### config.mk
export PLATFORM = sky130hd
export DESIGN_NAME = serial_subt_ctrl
export DESIGN_NICKNAME = d
export VERILOG_FILES = /design/src/rtl/dsd_pkg.sv /design/src/rtl/serial_subt_ctrl_cell.sv /design/src/rtl/serial_subt_ctrl.sv
export SDC_FILE = /design/constraint.sdc
export NUM_CORES = 1
export LEC_CHECK = 0
export ABC_AREA = 1
export ABC_CLOCK_PERIOD_IN_PS = 1100
export BUFFER_PORTS_ARGS = -buffer_cell sky130_fd_sc_hd__buf_4
export CAP_MARGIN = 40
export CELL_PAD_IN_SITES_DETAIL_PLACEMENT = 0
export CELL_PAD_IN_SITES_GLOBAL_PLACEMENT = 1
export CORE_UTILIZATION = 39
export CTS_BUF_LIST = sky130_fd_sc_hd__clkbuf_4
export DETAILED_ROUTE_END_ITERATION = 6
export PLACE_DENSITY_LB_ADDON = 0.15
export SLEW_MARGIN = 0
export SYNTH_ARGS = -nofsm -noshare
export SYNTH_HDL_FRONTEND = slang
export SYNTH_SLANG_ARGS = --single-unit
### constraint.sdc
create_clock -name clk -period 1.1 [get_ports clk]
set_input_delay 0.22 -clock clk [delete_from_list [all_inputs] [get_ports clk]]
set_output_delay 0.22 -clock clk [all_outputs]
set_load 0.02 [all_outputs]
### src/rtl/dsd_pkg.sv
// Shared controller definitions: FSM encodings and the default operand width.
package dsd_pkg;

  localparam int DEF_WIDTH = 8;

  // Code 2'd3 is unused; the controller recovers from it to IDLE.
  typedef enum logic [1:0] {
    IDLE  = 2'd0,
    SHIFT = 2'd1,
    DONE  = 2'd2
  } state_t;

endpackage

### src/rtl/serial_subt_ctrl_cell.sv
// Half subtractor: purely combinational one-bit difference/borrow.
// Latency: 0 cycles.
// Backpressure: none, combinational.
module Half_subt (
  input  logic x,
  input  logic y,
  output logic d,
  output logic b
);
  assign d = x ^ y;
  assign b = ~x & y;
endmodule

// Full subtractor cell: two chained half subtractors plus an OR of the borrows.
// Latency: 0 cycles.
// Backpressure: none, combinational.
module full_subt_cell (
  input  logic x,
  input  logic y,
  input  logic bin,
  output logic d,
  output logic bo
);
  logic d0;
  logic b0;
  logic b1;

  Half_subt u_hs0 (.x(x),  .y(y),   .d(d0), .b(b0));
  Half_subt u_hs1 (.x(d0), .y(bin), .d(d),  .b(b1));

  assign bo = b0 | b1;
endmodule

### src/rtl/serial_subt_ctrl.sv
// Bit-serial WIDTH-bit subtractor (a - b) sharing one full-subtractor cell.
// Latency: WIDTH+1 cycles from accepted start to the done pulse.
// Backpressure: start is ignored while busy; a start during DONE is accepted back-to-back.
module serial_subt_ctrl
  import dsd_pkg::*;
#(
  parameter int WIDTH = DEF_WIDTH
) (
  input  logic             clk,
  input  logic             rst_n,
  input  logic             start,
  input  logic [WIDTH-1:0] a,
  input  logic [WIDTH-1:0] b,
  output logic             busy,
  output logic             done,
  output logic [WIDTH-1:0] diff,
  output logic             borrow_out
);
  localparam int CW = (WIDTH > 1) ? $clog2(WIDTH) : 1;
  localparam logic [CW-1:0] LAST = CW'(WIDTH - 1);

  state_t           state;
  logic [WIDTH-1:0] sa;
  logic [WIDTH-1:0] sb;
  logic [WIDTH-1:0] sr;
  logic             bff;
  logic [CW-1:0]    cnt;
  logic             cell_d;
  logic             cell_bo;

  full_subt_cell u_cell (
    .x   (sa[0]),
    .y   (sb[0]),
    .bin (bff),
    .d   (cell_d),
    .bo  (cell_bo)
  );

  always_ff @(posedge clk or negedge rst_n) begin
    if (!rst_n) begin
      state      <= IDLE;
      sa         <= '0;
      sb         <= '0;
      sr         <= '0;
      bff        <= 1'b0;
      cnt        <= '0;
      diff       <= '0;
      borrow_out <= 1'b0;
    end else begin
      case (state)
        IDLE, DONE: begin
          if (start) begin
            sa    <= a;
            sb    <= b;
            bff   <= 1'b0;
            cnt   <= '0;
            state <= SHIFT;
          end else begin
            state <= IDLE;
          end
        end
        SHIFT: begin
          sa  <= sa >> 1;
          sb  <= sb >> 1;
          sr  <= {cell_d, sr[WIDTH-1:1]};
          bff <= cell_bo;
          // Last bit: publish the completed word straight from the cell output.
          if (cnt == LAST) begin
            cnt        <= '0;
            diff       <= {cell_d, sr[WIDTH-1:1]};
            borrow_out <= cell_bo;
            state      <= DONE;
          end else begin
            cnt <= cnt + CW'(1);
          end
        end
        default: state <= IDLE;
      endcase
    end
  end

  assign busy = (state == SHIFT);
  assign done = (state == DONE);

endmodule
==> After elaboration in Yosys (flattened, before gate mapping) <==
Cells that the tools add are included.
{ "word_totals": {"output_inout_bits": 11, "regBits": 39, "input_bits": 19, "elab_cells": 38} }
{ "classes": {"n_reduce_logical": 5, "addsub": 1, "n_mux": 12, "n_eq_ne": 5, "n_bitwise": 7} }
{ "op_table": {"columns": ["operator", "count"], "rows": [
  ["$pmux W8 S2", 2],
  ["$mux W8", 2],
  ["$mux W3", 2],
  ["$pmux W3 S2", 1],
  ["$pmux W2 S2", 1],
  ["$reduce_and A2 Y1", 2],
  ["$add A3 B1 Y3 const B", 1],
  ["$eq A3 B3 Y1 const B", 1],
  ["$and A1 B1 Y1", 2],
  ["$eq A2 B1 Y1 const B", 1],
  ["$eq A2 B2 Y1 const B", 1],
  ["$logic_not A2 Y1", 1],
  ["$mux W1", 2],
  ["$mux W2", 1],
  ["$ne A2 B1 Y1 const B", 1],
  ["$ne A2 B2 Y1 const B", 1],
  ["$not A1 Y1", 2],
  ["$pmux W1 S2", 1],
  ["$reduce_bool A2 Y1", 1],
  ["$reduce_or A2 Y1", 1],
  ["$xor A1 B1 Y1", 2],
  ["$or A1 B1 Y1", 1]
]} }

==> Depth between registers and ports, before layout <==
{ "depth": {"depth_word": 5, "depth_mapped": 8, "depth_no_buf": 6} }

==> Hierarchy <==
A second synthesis with hierarchy kept.
{ "unflattened": {"cells_unflattened": 226, "hier_area_um2": 1856.8} }
{ "by_module_without_submodules": {"columns": ["module", "cells_per_inst", "area_each_um2", "instances"], "rows": [
  ["serial_subt_ctrl", 217, 1805.5, 1],
  ["Half_subt", 3, 20.0, 2],
  ["full_subt_cell", 3, 11.3, 1]
]} }

==> Worst setup path before layout <==
Ideal clock, no wire load.
{ "synth_path": {"path_type": "reg-to-reg", "startpoint": "register cnt[0]", "endpoint": "register diff[1]", "arrival_time_ns": 1.163, "required_ns": 1.026, "slack_ns": -0.137, "setup_time_ns": 0.074, "stages_incl_launch_ff": 7, "cell_sequence": "dfrtp_1 ha_1 ha_1 nand2_4 buf_6 nand2_1 o21ai_2"} }
{ "synth_between": {"elab_chain_len": 2} }
{ "synth_rtl": {"columns": ["element", "line_no", "text"], "rows": [
  ["start, declared", "serial_subt_ctrl.sv:27", "logic [CW-1:0] cnt;"],
  ["start signal, assigned", "serial_subt_ctrl.sv:74", "cnt <= cnt + CW'(1);"],
  ["$eq A3 B3 Y1", "serial_subt_ctrl.sv:68", "if (cnt == LAST) begin"],
  ["$reduce_and A2 Y1 (no source line)", null, null],
  ["end signal, assigned", "serial_subt_ctrl.sv:70", "diff <= {cell_d, sr[WIDTH-1:1]};"],
  ["end, declared", "serial_subt_ctrl.sv:16", "output logic [WIDTH-1:0] diff,"]
]} }
No other way between the ends.
A chain may end at the register's enable or synchronous reset.

==> Worst setup path in the final report <==
{ "layout_path": {"startpoint": "register state[1]", "endpoint": "output busy"} }
{ "layout_between": {"elab_chain_len": 1} }
{ "layout_rtl": {"columns": ["element", "line_no", "text"], "rows": [
  ["start, declared", "serial_subt_ctrl.sv:22", "state_t state;"],
  ["start signal, assigned", "serial_subt_ctrl.sv:41", "state <= IDLE;"],
  ["start signal, assigned", "serial_subt_ctrl.sv:57", "state <= SHIFT;"],
  ["start signal, assigned", "serial_subt_ctrl.sv:59", "state <= IDLE;"],
  ["$eq A2 B1 Y1", "serial_subt_ctrl.sv:82", "assign busy = (state == SHIFT);"],
  ["end, declared", "serial_subt_ctrl.sv:14", "output logic busy,"]
]} }
No other way between the ends.

==> flow_summary.rst <==
.. list-table::
   :header-rows: 1

   * - Metric
     - Value
   * - Achievable Freq
     - between 700 and 800 MHz
   * - CP cell instances
     - buf_4, nor2_4, buf_6
   * - Number of design-rule violations left by the first detailed-router iteration
     - slightly above 100
   * - Critical-path maximum fanout
     - 2
   * - Avg WL per Cell
     - between 10 and 15 µm
   * - Max-cap violations
     - 0
   * - Slew of the pin with the lowest slew margin
     - about 0.5 ns
   * - CP endpoint kind
     - primary output
   * - Router iterations before antenna repair
     - 4
   * - Detailed-route via count
     - approximately 1600
   * - Worst-path cell with the longest stage delay
     - dfrtp_1
   * - Required time of the critical path
     - roughly 0.88 ns
   * - Clock group share of total power
     - between 8 and 9%
   * - Crit path launch type
     - register
   * - Normalized max-slew margin
     - 66.7%
   * - Final Max Tran Viols
     - 0
   * - Die W
     - about 70 µm
   * - Post-synth net total
     - 240
   * - Worst path bufs/invs
     - 2
   * - Portion of the clock cycle consumed by the worst path in the final layout
     - 125%
   * - Area fraction in and, or, nand and nor cells after synthesis
     - 25.8%
   * - IO Port Bufs
     - 29
   * - Total number of cells along the worst setup path
     - 3
   * - Complex-gate fraction of the synthesized area
     - ~6.9%
   * - Total of flip-flops plus latches after synthesis
     - 38
   * - DR vias/cell
     - 4.73
   * - TritonCTS Sinks
     - 38
   * - Count of cells along the worst hold path
     - 3
   * - P_int
     - slightly below 5 mW
   * - Failing checks
     - setup timing
   * - CP peak stage delay
     - between 0.4 and 0.5 ns
   * - Final critical delay including setup and external delays
     - 1.37 ns
   * - Mean post-synth cell area
     - a little over 8 µm²
   * - Fraction of synthesized cell area in xor and xnor cells
     - 0%
   * - Number of distinct library cells after synthesis
     - 19
   * - Routed wire length
     - ~4500 µm
   * - Relative contribution of combinational cells to total power
     - roughly 62%
   * - Final-report hold violation count
     - 0
   * - Number of top-level design ports
     - 30
   * - Number of cell rows
     - 24
   * - Share of post-route cells with drive strength above 1
     - between 40% and 50%
   * - Flop-to-flop setup slack
     - -0.18 ns
   * - Arrival time worst endpoint
     - ~1.2 ns
   * - Root buffer selected by CTS
     - clkbuf_4
   * - Count of antenna-violating nets left after detailed routing
     - 0
   * - IR drop worst, VDD
     - 1.36 mV
   * - Post-layout utilization of the core
     - a little under two thirds
   * - Floorplan die height
     - 70.1 µm
   * - Main combinational cell family by area after synthesis
     - simple AND/OR/NAND/NOR gates
   * - Initial antenna violation count
     - 0
   * - Worst hold-check path type
     - in2reg
   * - Post-layout net count
     - around 300
   * - Share of cell area taken by muxes after synthesis
     - 0%
   * - CTS tree
     - built
   * - RSZ-0062 raised after global routing
     - yes
   * - Layout Area Growth over Synthesis
     - 55.7%
   * - Net Sw Power
     - around 3.7 mW
   * - Power per cell area
     - 3030 nW/µm²
   * - Sequential cell fraction of total power
     - between 20 and 30%
   * - Antenna cell count
     - 0
   * - Synthesized netlist cell count
     - 218
   * - Number of buffers created by CTS
     - 5
   * - Status
     - finished with violations
   * - Standby leakage power
     - approximately 1.5 nW
   * - Synthesis warning total
     - 0
   * - Largest net degree at the start of global routing
     - 39
   * - Reg2Reg Depth
     - 8
   * - Critical path type
     - reg2out
   * - Post-synth design cell area
     - approximately 1800 µm²
   * - DRC viols
     - 0
   * - Die outline area
     - a little under 5000 µm²
   * - Sequential area share after synthesis
     - between 50% and 60%
   * - Max clock buf depth
     - 2
   * - Adder-cell share of the synthesized area
     - 2.49%
   * - Sum of negative setup slack
     - -5.40 ns
   * - Total track usage
     - between 10% and 20%
   * - Htree depth
     - 2
   * - Post-DP HPWL
     - 2370 µm
   * - Fraction of power spent switching nets
     - between 40 and 50%
   * - Worst-skew pair later-pin latency
     - roughly 0.35 ns
   * - Residual overflow from global routing
     - 0
   * - Gpl congestion
     - a little under 0.7
   * - Core footprint
     - ~4400 µm²
   * - Clock slew at reported path FFs
     - 0.12 ns
   * - Number of failing setup endpoints in the final timing report
     - 48
   * - Via count of the first global-routing pass
     - around 1500
   * - Wire length of the first global-routing pass
     - between 7000 and 8000 µm
   * - Fin Clk Skew
     - 0.0142 ns
   * - Effective utilization at floorplan
     - 41.0%
   * - Kind of cell adding the most delay to the critical path
     - flip-flops
   * - Final Worst Setup Slack
     - -0.272 ns
-- through the flow --
step / setup WS [ns] / instance area (µm²) / cells / power (mW) / hold slack [ns]
finish: -0.272 / 2820 / 334 / 8.52 / 0.0674
global route: -0.311 / 2820 / 334 / 9.21 / 0.0594
CTS: -0.285 / 2650 / 329 / 7.89 / 0.0728
detailed placement: -0.155 / 2160 / 302 / 5.71 / 0.222
global placement: -0.106 / 2160 / 302 / 5.65 / 0.220
floorplan: -0.0822 / 1850 / 218 / 4.71 / -0.0756
-- power groups by stage --
stage	Clock (mW)	Sequential (mW)	Combinational (mW)
final	0.739	2.51	5.27
after global routing	0.817	2.58	5.82
after CTS	0.745	2.44	4.70
after detailed placement	0	2.43	3.28
after global placement	0	2.42	3.23
after floorplan	0	2.53	2.18
-- routing by layer --
metal  global-route usage, %  vias up  part of all wire, %
li1                        -      792                    -
met1                    27.2      754                   47
met2                    29.4       30                   48
met3                    4.76        5                  4.2
met4                    5.33        0                  1.2
met5                       0        -                    0
-- sequential cells by signal (all words and copies together) (netlist names) --
name	count
bff	1
sb	8
state	2
sa	8
cnt	3
borrow_out	1
sr	7
diff	8
-- worst paths after layout --
| path | from | endpoint |
|---|---|---|
| setup / recovery | state[1] | busy |
| hold / removal | b[7] | sb[7] |
| setup reg to reg | state[1] | sa[6] |
| hold reg to reg | sa[4] | sa[4] |
| max in group asynchronous | rst_n | state[0] |
| min in group asynchronous | rst_n | diff[6] |
-- worst register-to-register path, stage by stage, from the launching register on --
cell and delay, ns:
dfrtp_1 0.39, inv_2 0.07, buf_6 0.11, buf_6 0.12, nand2_8 0.10, nand2_8 0.12, buf_8 0.17, nand3_2 0.05
nand2_1 0.05
-- synthesized netlist by cell type --
| cell | number | area [µm²] |
|---|---|---|
| buf_2 | 3 | 15.0 |
| buf_4 | 2 | 15.0 |
| buf_6 | 2 | 22.5 |
| clkbuf_1 | 2 | 7.51 |
| dfrtp_1 | 38 | 951 |
| fa_1 | 1 | 20.0 |
| ha_1 | 2 | 25.0 |
| inv_1 | 39 | 146 |
| inv_2 | 2 | 7.51 |
| inv_4 | 1 | 6.26 |
| nand2_1 | 71 | 267 |
| nand2_2 | 2 | 12.5 |
| nand2_4 | 2 | 22.5 |
| nand3_1 | 28 | 140 |
| nor2_1 | 2 | 7.51 |
| nor2_4 | 1 | 11.3 |
| o21ai_0 | 11 | 55.1 |
| o21ai_2 | 8 | 70.1 |
| or2_1 | 1 | 6.26 |
-- cell usage in the layout (no fill, tap or decap), types with 4 or more instances in the layout --
cell,synthesis,layout
buf_6,2,19
buf_4,2,31
nand2_2,2,8
inv_2,2,4
buf_12,0,5
nand3_2,0,14
buf_8,0,4
nand2_4,2,8
nand3_1,28,14
inv_1,39,36
o21ai_2,8,17
nand2_8,0,6
dfrtp_1,38,37
nand2_1,71,56
clkbuf_4,0,6
-- final cells by class --
cell class	instances	area [µm²]
clock buffers	6	45.0
clock inverters	2	8.76
fillers	380	1600
inverters	42	173
multi-input cells	132	935
flip-flops and latches	38	952
well taps	52	65.1
repair buffers	60	617
repair inverters	2	20.0
-- logic make-up (layout without fill, tap and decap cells) --
group                    Yosys count  in the layout
AO/OA/AOI/OAI                     19             19
adder cells (fa/ha/maj)            3              3
buffers and inverters             51            112
flip-flops                        38             38
AND/OR/NAND/NOR                  107            110
-- repair_timing --
item	4_1_cts	5_1_grt
cloned	5	1
gates resized for setup	62	39
buffers inserted	13	7
hold buffers	1	0
hold endpoints to repair	38	0
pin swaps	7	11
endpoints found under the setup margin	48	48
Power figures use the tool's default switching activity.
